[src/rtl/pc_fetch_stage.sv]
// pc_fetch_stage: instruction-fetch stage of the pipelined MIPS core.
// Holds the PC, drives the instruction-memory address and loads the IF/ID
// register. Any redirect (EX branch or ID jump/jr/interrupt/exception)
// loads a bubble into IF/ID, so the instruction at the old PC is dropped.
module pc_fetch_stage #(
    parameter logic [31:0] RESET_PC  = 32'h80000000,
    parameter logic [31:0] ILLOP     = 32'h80000004,
    parameter logic [31:0] XADR      = 32'h80000008,
    parameter logic [31:0] NOP_INSTR = 32'h00000000
) (
    input  logic        clk,
    input  logic        reset,
    input  logic        stall,
    input  logic [2:0]  id_pcsrc,
    input  logic [31:0] id_jr_target,
    input  logic        ex_branch_taken,
    input  logic [31:0] ex_branch_target,
    input  logic [31:0] imem_rdata,
    output logic [31:0] imem_addr,
    output logic [31:0] ifid_instruction,
    output logic [31:0] ifid_pc,
    output logic [31:0] ifid_pc_plus4,
    output logic        ifid_valid
);

    logic [31:0] pc;
    logic [31:0] pc_plus4;
    logic [31:0] jump_target;
    logic [2:0]  eff_pcsrc;
    logic        id_redirect;
    logic [31:0] id_target;

    assign imem_addr = pc;

    // The supervisor bit is carried through; only the low 31 bits count up.
    assign pc_plus4 = {pc[31], pc[30:0] + 31'd4};

    assign jump_target = {ifid_pc_plus4[31:28], ifid_instruction[25:0], 2'b00};

    // A decoder redirect only counts for a real instruction that is not stalled.
    assign eff_pcsrc = (ifid_valid && !stall) ? id_pcsrc : 3'b000;

    // Decode the effective PCSrc into a redirect flag and its target address.
    always_comb begin
        id_redirect = 1'b0;
        id_target   = pc_plus4;
        case (eff_pcsrc)
            3'b010: begin
                id_redirect = 1'b1;
                id_target   = jump_target;
            end
            3'b011: begin
                id_redirect = 1'b1;
                id_target   = id_jr_target;
            end
            3'b100: begin
                id_redirect = 1'b1;
                id_target   = ILLOP;
            end
            3'b101: begin
                id_redirect = 1'b1;
                id_target   = XADR;
            end
            default: begin
                id_redirect = 1'b0;
                id_target   = pc_plus4;
            end
        endcase
    end

    // PC and IF/ID update: EX branch > ID redirect > stall > sequential fetch.
    // On a bubble ifid_pc/ifid_pc_plus4 hold so the link value stays stable.
    always_ff @(posedge clk or negedge reset) begin
        if (!reset) begin
            pc               <= RESET_PC;
            ifid_instruction <= NOP_INSTR;
            ifid_pc          <= 32'h0;
            ifid_pc_plus4    <= 32'h0;
            ifid_valid       <= 1'b0;
        end else if (ex_branch_taken) begin
            pc               <= ex_branch_target;
            ifid_instruction <= NOP_INSTR;
            ifid_valid       <= 1'b0;
        end else if (id_redirect) begin
            pc               <= id_target;
            ifid_instruction <= NOP_INSTR;
            ifid_valid       <= 1'b0;
        end else if (!stall) begin
            pc               <= pc_plus4;
            ifid_instruction <= imem_rdata;
            ifid_pc          <= pc;
            ifid_pc_plus4    <= pc_plus4;
            ifid_valid       <= 1'b1;
        end
    end

endmodule

[config.mk]
export PLATFORM = sky130hd
export DESIGN_NAME = pc_fetch_stage
export DESIGN_NICKNAME = d
export VERILOG_FILES = /design/src/rtl/pc_fetch_stage.sv
export SDC_FILE = /design/constraint.sdc
export NUM_CORES = 1
export LEC_CHECK = 0
export CAP_MARGIN = 20
export CORE_MARGIN = 1.5
export CORE_UTILIZATION = 45
export CTS_CLUSTER_DIAMETER = 60
export CTS_CLUSTER_SIZE = 20
export DETAILED_ROUTE_END_ITERATION = 10
export HOLD_SLACK_MARGIN = 0.05
export PLACE_DENSITY = 0.8
export SLEW_MARGIN = 20
export SYNTH_ARGS = -nofsm -noshare
export SYNTH_HDL_FRONTEND = slang
export SYNTH_SLANG_ARGS = --single-unit
[constraint.sdc]
create_clock -name clk -period 2.6 [get_ports clk]
set_input_delay 0.26 -clock clk [delete_from_list [all_inputs] [get_ports clk]]
set_output_delay 0.26 -clock clk [all_outputs]
set_load 0.01 [all_outputs]
==> results.txt <==
Sequential elements use around 50% of the synthesized area. The biggest area contributor in the post-synthesis netlist is dfrtp_1. CTS placed an instance of clkbuf_16 at the clock tree root. STA puts the critical path data required time at 2.95 ns. The area fraction of the dominant cell type after synthesis is 48.63%. The height of the chip came out at ~120 µm.

The synthesized area per cell is 9.404 µm². The final weighted congestion in routability-driven placement is between 0.8 and 0.9. The first-pass GRT wire length came out at 31,800 µm.

The later pin in the worst-skew pair is clocked with a latency of 0.42 ns. The count of endpoints failing setup in the final report came out at 0. The DRC violation total after the first TritonRoute iteration is between 400 and 500. The average wire length per cell after detail routing came out at 18.44 µm. For the final routed database, the setup TNS stands at 0 ns. The via count of the first global-routing pass came out at 5,921. The startpoint identified for the worst register-to-register timing path is imem_addr[12]$_DFFE_PN0P_. The longest clock path from root to sink contains 2 buffers.

The critical path arrival came out at 2.49 ns. Ranked by total cell area, the synthesized netlist is headed by dfrtp_1 (49%), nand2_1 (7.7%), mux2i_1 (6.4%). TritonCTS built the clock tree. The fraction of layout instances using a drive strength above 1 came out at under 10%. The transition at the pin with the smallest max-transition slack is between 0.6 and 0.7 ns. The worst setup path startpoint is imem_addr[12]$_DFFE_PN0P_. When the netlist entered floorplanning its net count stood at around 790. The run finished with clean final reports.

The half-perimeter wire length of the detailed placement result is 14,890 µm. The number of rows in the core area is 43. The worst-case headroom to the max-slew limit is 54.39%. The critical path goes through nand3_1 > nor3_1 > nand3_1 > nor4_1 > o31a_1.

The die extent in x is ~120 µm. The worst vdd rail ir drop is 0.3935 mV. The worst slack on hold paths is 0.1654 ns. Yosys mapped a number of flops with a built-in enable equal to 0. The area growth from synthesis to layout is 48.34%. The minimum clock period after layout is approximately 2.1 ns. The initial antenna violation count is 0. The post-CTS setup repair buffer count is 0. The sum of routed wire length over all layers is 20,160 µm. The number of buffers created by CTS is 17. The critical path's slowest cell is nor3_1. The total overflow left after global routing is 0.

The type of the setup path with the least slack is register to register. The number of distinct library cell variants in the gate-level netlist after synthesis is 54. The number of max-cap violations came out at 0.

The largest fanout of any net on the critical path is 8. The core box area came out at 13,930 µm². The tightest min-delay check is of the primary input to register type.

The largest clock skew in the final design came out at 0.006025 ns. For this design the top-level I/O count stands at 232. The count of final max-slew check failures is 0. The final hold violation count is 0. The number of instances resized during post-cts repair came out at 0. The post-route fraction of the period consumed by the critical path is approximately 80%. The net count of the finished layout came out at 1,004. By instance count, the cell type seen most on the critical path is nand3_1.

The clock input transition at the sequential cells of the worst setup and hold paths came out at 0.06 ns. The area of the mapped netlist is 6432 µm². The fraction of registers with async set/reset is 100.0%. The upper clock frequency limit came out at 467.5 MHz. The number of fill cells is 1,113. Yosys printed 0 warnings. The critical path startpoint category is a register. The count of vias placed by the detailed router is 5,971. The initial standard-cell utilization of the core came out at 46.16%. The number of levels the H-tree was split into is 4. STA classifies the critical path endpoint as a register. The peak per-stage delay on the critical path is approximately 0.62 ns. The post-route DRC violation count is 0. The power per cell area came out at 710.4 nW/µm².

The global-route total usage across every layer came out at 28.08%. The worst hold path begins at stall. For this run, the leading register cell type out of synthesis is dfrtp_1. The total of buffers placed on input and output ports is 231. The analysis attributes to cell leakage a power of about 4.1 nW. In this run, synthesis produced a sequential element count of 126.

Entering global routing, the biggest net connects between 50 and 60 pins. The die covers 15,020 µm². Using the TritonRoute via totals, the vias-per-cell ratio works out to 5.463. Setup repair after global routing left no endpoint under its margin. In this run the remaining antenna-violating nets after routing total 0. The synthesized netlist cell count is 684. The core utilization of the finished layout is 68.47%.

The final antenna diode count came out at 0. The total number of clock tree sinks is 126. The number of iterations in the first detailed-routing pass came out at 5.
## power by group
part           switching [mW]  leakage (nW)  total [mW]  internal [mW]
Sequential              0.295          1.59        2.56           2.26
Combinational           0.761          2.24        1.72          0.962
Clock                   0.873         0.301        2.50           1.62
Total                    1.93          4.14        6.78           4.85
## kinds of logic after synthesis
logic type	Yosys count	synth area share, %
AOI/OAI and AO/OA	155	15.33
xor gates and xnor gates	27	3.676
adders and majority gates	1	0.1945
buffers and inverters	69	4.707
DFF	126	49.04
muxes	62	10.06
and+or+nand+nor	244	17.00
## flip-flops by register name, indices dropped and copies added, names as in the netlist
register	cells
ifid_instruction	32
ifid_pc	32
ifid_pc_plus4	29
ifid_valid	1
imem_addr	32
## critical path, delay by kind of cell (launching register included)
family             cells  cell delay, ns
AOI/OAI and AO/OA      1            0.19
DFF                    1            0.48
and+or+nand+nor        4            1.39
## worst paths after layout
check / endpoint / slack (ns) / cells past startpoint
max: ifid_pc_plus4[24]$_DFFE_PN0P_ / 0.46 / 5
min: ifid_valid$_DFFE_PN0P_ / 0.17 / 2
max reg2reg: ifid_pc_plus4[24]$_DFFE_PN0P_ / 0.46 / 5
min reg2reg: ifid_pc[10]$_DFFE_PN0P_ / 0.47 / 2
max in group asynchronous: imem_addr[5]$_DFFE_PN0P_ / 1.54 / 3
min in group asynchronous: ifid_instruction[30]$_DFFE_PN0P_ / 0.35 / 2
## synthesized netlist by cell type, drive strengths merged (6+ instances only)
cell type / instances
nand2: 132
a21oi: 28
clkbuf: 28
xor2: 9
mux2i: 41
nand3: 22
nor2: 51
mux2: 21
buf: 27
nor4: 8
inv: 14
o21ai: 67
nand4: 8
xnor2: 18
nor3: 6
a2bb2oi: 11
a221oi: 14
dfrtp: 125
## layer usage
metal,global-route usage [%],vias up,wire (µm)
met5,0,-,0
met4,10.83,0,463
met3,8.411,36,1593
met2,43.37,272,9392
met1,37.22,2840,8705
li1,-,2823,-
## layout make-up
class	instances	area, µm²	area share [%]
well taps	180	225.2	2.360
clock inverters	11	165.2	1.731
flip-flops and latches	126	3154	33.06
clock buffers	21	450.4	4.721
repair buffers	252	2501	26.21
inverters	14	52.55	0.5507
multi-input cells	489	2993	31.37
## stage by stage
step           setup WS, ns  instance area (µm²)  power, mW  std cells
2_1_floorplan        0.6751                 6432      3.272        684
5_1_grt              0.2497                 9542      7.105       1093
3_5_place_dp         0.3518                 8916      4.309       1060
6_report             0.4609                 9542      6.779       1093
4_1_cts              0.4851                 9542      6.812       1093
3_3_place_gp         0.4005                 8916      4.265       1060
## cells in the final DEF, fill, tap and decap left out, types with 3 or more instances in the layout
| cell type | count |
|---|---|
| clkbuf_16 | 17 |
| a221o_1 | 4 |
| o21ai_0 | 66 |
| xnor2_1 | 18 |
| xor2_1 | 9 |
| nor3_1 | 5 |
| nor4_1 | 6 |
| nor2b_1 | 4 |
| bufinv_16 | 4 |
| inv_1 | 14 |
| nor2_1 | 51 |
| a2bb2oi_1 | 11 |
| buf_4 | 17 |
| clkinv_2 | 4 |
| o211ai_1 | 3 |
| buf_12 | 3 |
| mux2_2 | 21 |
| a21oi_1 | 27 |
| a221oi_1 | 14 |
| o22ai_1 | 3 |
| nand3_1 | 22 |
| o22a_1 | 4 |
| nand4_1 | 7 |
| mux2i_1 | 41 |
| dfrtp_1 | 125 |
| nand2_1 | 132 |
| nand2b_1 | 3 |
| and3_1 | 3 |
| clkdlybuf4s50_1 | 228 |
| clkbuf_1 | 3 |
## timing repair
action                     4_1_cts  5_1_grt
setup endpoints to repair        0        0
hold endpoints to repair        44        0
hold buffers                     1        0
Power figures use the tool's default switching activity.
